## src/rtl/mem_loader_if.sv

```systemverilog
// Byte-stream, memory-write, memory-read and result-stream signals shared
// between mem_loader (master) and its environment (slave).
interface mem_loader_if #(
    parameter int WIDTH = 32
);
    logic             inValid;
    logic             inReady;
    logic [7:0]       inData;
    logic             inLast;

    logic             memEn;
    logic [WIDTH-1:0] memAddr;
    logic [WIDTH-1:0] memData;

    logic [WIDTH-1:0] rdAddr;
    logic [7:0]       rdData;

    logic             outValid;
    logic             outReady;
    logic [7:0]       outData;
    logic             outLast;

    modport master (
        input  inValid, inData, inLast, rdData, outReady,
        output inReady, memEn, memAddr, memData, rdAddr, outValid, outData, outLast
    );

    modport slave (
        output inValid, inData, inLast, rdData, outReady,
        input  inReady, memEn, memAddr, memData, rdAddr, outValid, outData, outLast
    );
endinterface

```

## src/rtl/mem_loader.sv

```systemverilog
// Loads a byte stream into processor memory, holds the core in reset, runs it
// until it halts (or the watchdog fires), then streams the result bytes out.
module mem_loader #(
    parameter int               WIDTH          = 32,
    parameter logic [WIDTH-1:0] DIN_ADDR       = 'h3E00,
    parameter logic [WIDTH-1:0] DOUT_ADDR      = 'h3F00,
    parameter int               MAX_IO_SIZE    = 256,
    parameter logic [WIDTH-1:0] HALT_PC        = 'h14,
    parameter int               MAX_RUN_CYCLES = 100000
) (
    input  logic             clock,
    input  logic             reset,
    mem_loader_if.master     bus,
    output logic             cpuReset,
    input  logic [WIDTH-1:0] pc,
    input  logic [WIDTH-1:0] a0,
    output logic             done,
    output logic             timeout,
    output logic [WIDTH-1:0] retCode
);
    localparam int CNT_W = $clog2(MAX_IO_SIZE + 1);
    localparam int RUN_W = $clog2(MAX_RUN_CYCLES + 1);

    typedef enum logic [2:0] {LOAD, CPU_RST, RUN, ISSUE, CAPTURE, DONE} state_t;
    state_t state, next;

    logic [CNT_W-1:0] byteCnt;
    logic [CNT_W-1:0] rdIdx;
    logic [CNT_W-1:0] outCnt;
    logic [CNT_W-1:0] haltCnt;
    logic [RUN_W-1:0] runCnt;
    logic             rstPhase;
    logic             loadReady;
    logic             inFire;
    logic             outFire;
    logic             halt;
    logic             expired;

    assign loadReady   = (state == LOAD) && (byteCnt < CNT_W'(MAX_IO_SIZE));
    assign bus.inReady = loadReady;
    assign inFire      = bus.inValid && loadReady;
    assign outFire     = bus.outValid && bus.outReady;
    assign halt        = (pc == HALT_PC);
    assign expired     = (runCnt == RUN_W'(MAX_RUN_CYCLES - 1));

    // Result length: a0 words of 4 bytes, clamped to [0, MAX_IO_SIZE]
    always_comb begin
        haltCnt = '0;
        if ($signed(a0) <= 0)
            haltCnt = '0;
        else if ($signed(a0) > $signed(WIDTH'(MAX_IO_SIZE / 4)))
            haltCnt = CNT_W'(MAX_IO_SIZE);
        else
            haltCnt = CNT_W'(a0 << 2);
    end

    always_comb begin
        next       = state;
        cpuReset   = 1'b0;
        bus.rdAddr = '0;
        case (state)
            LOAD: begin
                if (inFire && (bus.inLast || byteCnt == CNT_W'(MAX_IO_SIZE - 1)))
                    next = CPU_RST;
            end
            CPU_RST: begin
                cpuReset = 1'b1;
                if (rstPhase)
                    next = RUN;
            end
            RUN: begin
                if (halt)
                    next = (haltCnt != '0) ? ISSUE : DONE;
                else if (expired)
                    next = DONE;
            end
            ISSUE: begin
                bus.rdAddr = DOUT_ADDR + WIDTH'(rdIdx);
                next       = CAPTURE;
            end
            CAPTURE: begin
                if (outFire)
                    next = bus.outLast ? DONE : ISSUE;
            end
            DONE:    next = DONE;
            default: next = LOAD;
        endcase
    end

    always_ff @(posedge clock or negedge reset) begin
        if (!reset) begin
            state        <= LOAD;
            byteCnt      <= '0;
            rdIdx        <= '0;
            outCnt       <= '0;
            runCnt       <= '0;
            rstPhase     <= 1'b0;
            bus.memEn    <= 1'b0;
            bus.memAddr  <= '0;
            bus.memData  <= '0;
            bus.outValid <= 1'b0;
            bus.outLast  <= 1'b0;
            bus.outData  <= '0;
            done         <= 1'b0;
            timeout      <= 1'b0;
            retCode      <= '0;
        end else begin
            state       <= next;
            done        <= (next == DONE);
            bus.memEn   <= inFire;
            bus.memAddr <= inFire ? DIN_ADDR + WIDTH'(byteCnt) : '0;
            bus.memData <= inFire ? WIDTH'(bus.inData) : '0;
            if (inFire)
                byteCnt <= byteCnt + CNT_W'(1);

            // rstPhase marks the second cpuReset cycle
            rstPhase <= (state == CPU_RST) && !rstPhase;
            runCnt   <= (state == RUN) ? runCnt + RUN_W'(1) : '0;

            if (state == RUN) begin
                if (halt) begin
                    retCode <= a0;
                    outCnt  <= haltCnt;
                end else if (expired) begin
                    retCode <= '0;
                    timeout <= 1'b1;
                end
            end

            // First CAPTURE cycle registers the read data; then hold until accepted
            if (state == CAPTURE) begin
                if (!bus.outValid) begin
                    bus.outValid <= 1'b1;
                    bus.outData  <= bus.rdData;
                    bus.outLast  <= (rdIdx == outCnt - CNT_W'(1));
                end else if (bus.outReady) begin
                    bus.outValid <= 1'b0;
                    bus.outLast  <= 1'b0;
                    rdIdx        <= rdIdx + CNT_W'(1);
                end
            end
        end
    end
endmodule

```

## src/flat_wrapper.sv

```systemverilog
// flat-port wrapper written by rule: the top's interface ports become plain ports
module mem_loader_flat 
#(
    parameter int               WIDTH          = 32,
    parameter logic [WIDTH-1:0] DIN_ADDR       = 'h3E00,
    parameter logic [WIDTH-1:0] DOUT_ADDR      = 'h3F00,
    parameter int               MAX_IO_SIZE    = 256,
    parameter logic [WIDTH-1:0] HALT_PC        = 'h14,
    parameter int               MAX_RUN_CYCLES = 100000
)
  (clock, reset, cpuReset, pc, a0, done, timeout, retCode, bus_inValid, bus_inData, bus_inLast, bus_rdData, bus_outReady, bus_inReady, bus_memEn, bus_memAddr, bus_memData, bus_rdAddr, bus_outValid, bus_outData, bus_outLast);
  mem_loader_if #(.WIDTH(WIDTH)) bus_i ();
  input  logic clock;
  input  logic reset;
  output logic cpuReset;
  input  logic [WIDTH-1:0] pc;
  input  logic [WIDTH-1:0] a0;
  output logic done;
  output logic timeout;
  output logic [WIDTH-1:0] retCode;
  input wire logic [$bits(bus_i.inValid)-1:0] bus_inValid;
  input wire logic [$bits(bus_i.inData)-1:0] bus_inData;
  input wire logic [$bits(bus_i.inLast)-1:0] bus_inLast;
  input wire logic [$bits(bus_i.rdData)-1:0] bus_rdData;
  input wire logic [$bits(bus_i.outReady)-1:0] bus_outReady;
  output wire logic [$bits(bus_i.inReady)-1:0] bus_inReady;
  output wire logic [$bits(bus_i.memEn)-1:0] bus_memEn;
  output wire logic [$bits(bus_i.memAddr)-1:0] bus_memAddr;
  output wire logic [$bits(bus_i.memData)-1:0] bus_memData;
  output wire logic [$bits(bus_i.rdAddr)-1:0] bus_rdAddr;
  output wire logic [$bits(bus_i.outValid)-1:0] bus_outValid;
  output wire logic [$bits(bus_i.outData)-1:0] bus_outData;
  output wire logic [$bits(bus_i.outLast)-1:0] bus_outLast;
  assign bus_i.inValid = bus_inValid;
  assign bus_i.inData = bus_inData;
  assign bus_i.inLast = bus_inLast;
  assign bus_i.rdData = bus_rdData;
  assign bus_i.outReady = bus_outReady;
  assign bus_inReady = bus_i.inReady;
  assign bus_memEn = bus_i.memEn;
  assign bus_memAddr = bus_i.memAddr;
  assign bus_memData = bus_i.memData;
  assign bus_rdAddr = bus_i.rdAddr;
  assign bus_outValid = bus_i.outValid;
  assign bus_outData = bus_i.outData;
  assign bus_outLast = bus_i.outLast;
  mem_loader #(.WIDTH(WIDTH), .DIN_ADDR(DIN_ADDR), .DOUT_ADDR(DOUT_ADDR), .MAX_IO_SIZE(MAX_IO_SIZE), .HALT_PC(HALT_PC), .MAX_RUN_CYCLES(MAX_RUN_CYCLES)) u_core (.clock(clock), .reset(reset), .bus(bus_i), .cpuReset(cpuReset), .pc(pc), .a0(a0), .done(done), .timeout(timeout), .retCode(retCode));
endmodule
```

## config.mk

```make
export PLATFORM = sky130hd
export DESIGN_NAME = mem_loader_flat
export DESIGN_NICKNAME = d
export VERILOG_FILES = /design/src/rtl/mem_loader_if.sv /design/src/rtl/mem_loader.sv /design/src/flat_wrapper.sv
export SDC_FILE = /design/constraint.sdc
export NUM_CORES = 1
export LEC_CHECK = 0
export CORE_UTILIZATION = 46
export CTS_BUF_LIST = sky130_fd_sc_hd__clkbuf_16
export DETAILED_ROUTE_END_ITERATION = 8
export HOLD_SLACK_MARGIN = 0.06
export PLACE_DENSITY = 0.91
export SETUP_SLACK_MARGIN = 0.15
export SLEW_MARGIN = 5
export SYNTH_ARGS = -nofsm -noshare
export SYNTH_HDL_FRONTEND = slang
export SYNTH_SLANG_ARGS = --single-unit
```

## constraint.sdc

```tcl
create_clock -name clock -period 2.6 [get_ports clock]
set_input_delay 0.26 -clock clock [delete_from_list [all_inputs] [get_ports clock]]
set_output_delay 0.26 -clock clock [all_outputs]
set_load 0.02 [all_outputs]
```

==> summary.txt <==
Routing
  • Post-DR vias/cell: 5.24
  • First-pass detailed-route iteration total: 5
  • Detailed Route WL: 13000 µm
  • WL per Instance: 16.8 µm
  • Via count: 4075
  • Final ANT Viol Nets: 0
  • DRC: 0
  • DR iter-0 viols: 286

Critical path
  • Startpoint Class: register
  • Arrival @ worst endpoint: 2.02 ns
  • Worst path required time: 2.34 ns
  • CP max FO: 20
  • Critical path capture point type: output pin
  • Worst Setup Path Type: reg2out

Synth
  • Netlist cell types: 45
  • Area share of the largest cell type after synthesis: 52.1%
  • Synth area leaders: dfrtp_1 52%, buf_4 10%, a22o_1 5.4%
  • Asr flop ratio synth: 100%
  • Post-synth EDFFs: 0
  • Leading area contributor after synthesis: dfrtp_1
  • #FFs+latches synth: 108
  • Main synth FF type: dfrtp_1
  • Avg Cell Area, Syn: 11.1 µm²
  • Post-synthesis sequential area ratio: 52.1%
  • Yosys warns: 0
  • Most common cell in the netlist: dfrtp_1
  • Cell count after synthesis: 467
  • Commonest cells post-synth: 108 x dfrtp_1, 69 x buf_4, 38 x nor2_1, 32 x a22o_1, 28 x and3_1
  • Synthesized area: 5180 µm²

Power
  • Clock power share: 38.5%
  • Leak Pwr: 0.00325 µW
  • Sw power: 736 µW
  • Combinational power share: 8.5%
  • Peak VDD IR: 0.346 mV
  • Switching part of the total: 23.2%
  • PD cells: 449 nW/µm²
  • Power share of the sequential group: 53.0%
  • Pint: 2440 µW

Clock tree
  • Clk buf depth: 2
  • CTS tree: done
  • Root buf cell: clkbuf_16
  • Clk sinks: 108
  • CTS clk-pin slew, worst paths: 0.07 ns
  • Clock Latency Late Sink: 0.34 ns
  • H-tree lvl count: 3
  • TritonCTS Buffers: 9

Placed design
  • PortBufs: 168
  • GP Congestion: 0.831
  • DPL Wire Length: 10100 µm
  • Worst slack, placed: 0.172 ns
  • Placed cell area: 6780 µm²

STA
  • Worst Tran Pin Value: 0.622 ns
  • F_max: 438 MHz
  • Final setup viols: 0
  • Worst Skew: 0.00663 ns
  • Slew headroom: 58.5%
  • Final Max Slew Viols: 0
  • Hold slack: 0.432 ns
  • Unrepaired setup endpoints after global routing: no
  • Fin worst setup slack: 0.317 ns
  • Period minus WS final: 2.28 ns
  • Final number of hold-violating endpoints: 0
  • Setup tns final: 0 ns
  • Fin crit share: 87.8%

Die
  • Die extent in x: 108 µm
  • Die Span Y: 108 µm
  • Placeable Area: 10900 µm²
  • IO Count: 228
  • Starting Density: 47.6%
  • Core Rows: 38
  • Die Footprint: 11700 µm²

Cells and area
  • Final Cell Area: 7060 µm²
  • Layout Nets: 723
  • Area grow syn2layout: 36.1%
  • Ant diodes: 0
  • Layout cells sized above 1: 6.90%

GRT
  • GR peak layer: met2
  • Met3 Usage GRT: 5.06%
  • Global route overflow: 0
  • First-pass GRT wire length: 20200 µm
  • All-layer global routing usage: 22.9%
  • Initial antenna violation count: 0
  • Vias in the first global route: 4034
  • Met2 Track Usage GR: 41.5%
  • Met1 Resource Use GR: 26.3%
  • Largest net degree at the start of global routing: 49

Min path
  • Worst hold path class: in2async

Job
  • Max Cap Viol: 0

Status
  • Outcome: finished clean
==> layout by cell type (no fill, tap or decap), types with 6 or more instances in the layout <==
cell type	instances
conb_1	60
inv_1	8
and3_1	28
nor3_1	6
o21ai_0	6
a32o_1	6
nor2_1	37
clkbuf_16	9
nand2_1	21
xnor2_1	25
buf_4	8
xor2_1	15
dfrtp_1	106
clkdlybuf4s50_1	166
nor4_1	18
mux2_2	11
a22o_1	32
nand3_1	8
nand4_1	12
==> critical path, stage by stage, from the launching register on <==
cell             delay (ns)
dfrtp_2                0.55
nor4_4                 0.45
clkdlybuf4s50_1        0.68
==> path summary, 6_finish.rpt <==
path	from	endpoint	slack, ns	cells past startpoint
max	u_core.state[1]	bus_inReady	0.32	2
min	reset	u_core.bus.memAddr[0]	0.43	2
max reg2reg	u_core.runCnt[0]	u_core.retCode[1]	0.47	7
min reg2reg	u_core.rstPhase	u_core.rstPhase	0.50	1
max in group asynchronous	reset	u_core.retCode[17]	1.48	3
min in group clock	u_core.rstPhase	u_core.rstPhase	0.50	1
==> power by group through the flow <==
stage	Clock (µW)	Sequential, µW	Combinational, µW
after floorplan	0	1710	152
after global placement	0	1710	263
after detailed placement	0	1710	268
after CTS	1240	1680	270
after global routing	1320	1680	291
final	1220	1680	269
==> per-layer routing <==
layer	wire, µm	up-vias
met1	4870	1991
met4	365	0
met2	7040	202
met3	763	32
met5	0	-
li1	-	1850
==> area by class of cell <==
class | instances | area (µm²)
clock inverter | 7 | 35.0
inverter | 7 | 26.3
timing repair buffer | 178 | 1780
fill | 805 | 3830
multi-input combinational | 329 | 2110
tap | 140 | 175
clock buffer | 9 | 225
sequential | 108 | 2710
==> state kept, by name (all words and copies together) (netlist names) <==
signal / flops
u_core.bus.memAddr: 10
u_core.bus.memData: 8
u_core.bus.outData: 8
u_core.bus.outLast: 1
u_core.bus.outValid: 1
u_core.byteCnt: 9
u_core.done: 1
u_core.outCnt: 7
u_core.rdIdx: 9
u_core.retCode: 32
u_core.rstPhase: 1
u_core.runCnt: 17
u_core.state: 3
u_core.timeout: 1
==> kinds of logic after synthesis <==
| kind of cell | count (synthesis) | share of synthesized area, % |
|---|---|---|
| compound gates | 55 | 8.74 |
| xor+xnor | 40 | 6.76 |
| fa+ha+maj | 5 | 1.21 |
| buf+inv | 89 | 11.5 |
| flops | 108 | 52.1 |
| mux | 11 | 2.39 |
| other cells | 1 | 0.0723 |
| simple gates | 158 | 17.2 |
==> metrics by stage <==
stage,utilization (%),total power (µW),cells
2_1_floorplan,-,1870,526
4_1_cts,64.8,3190,778
5_1_grt,64.8,3290,778
6_report,64.8,3170,778
3_3_place_gp,62.3,1980,761
3_5_place_dp,62.3,1980,761
==> timing repair <==
item | CTS | global route
hold endpoints to repair | 37 | 0
setup buffers | 0 | 0
hold buffers | 1 | 0
resized for setup | 1 | 3
setup endpoints to repair | 6 | 6
No activity file was read; power rests on OpenSTA's default activity.
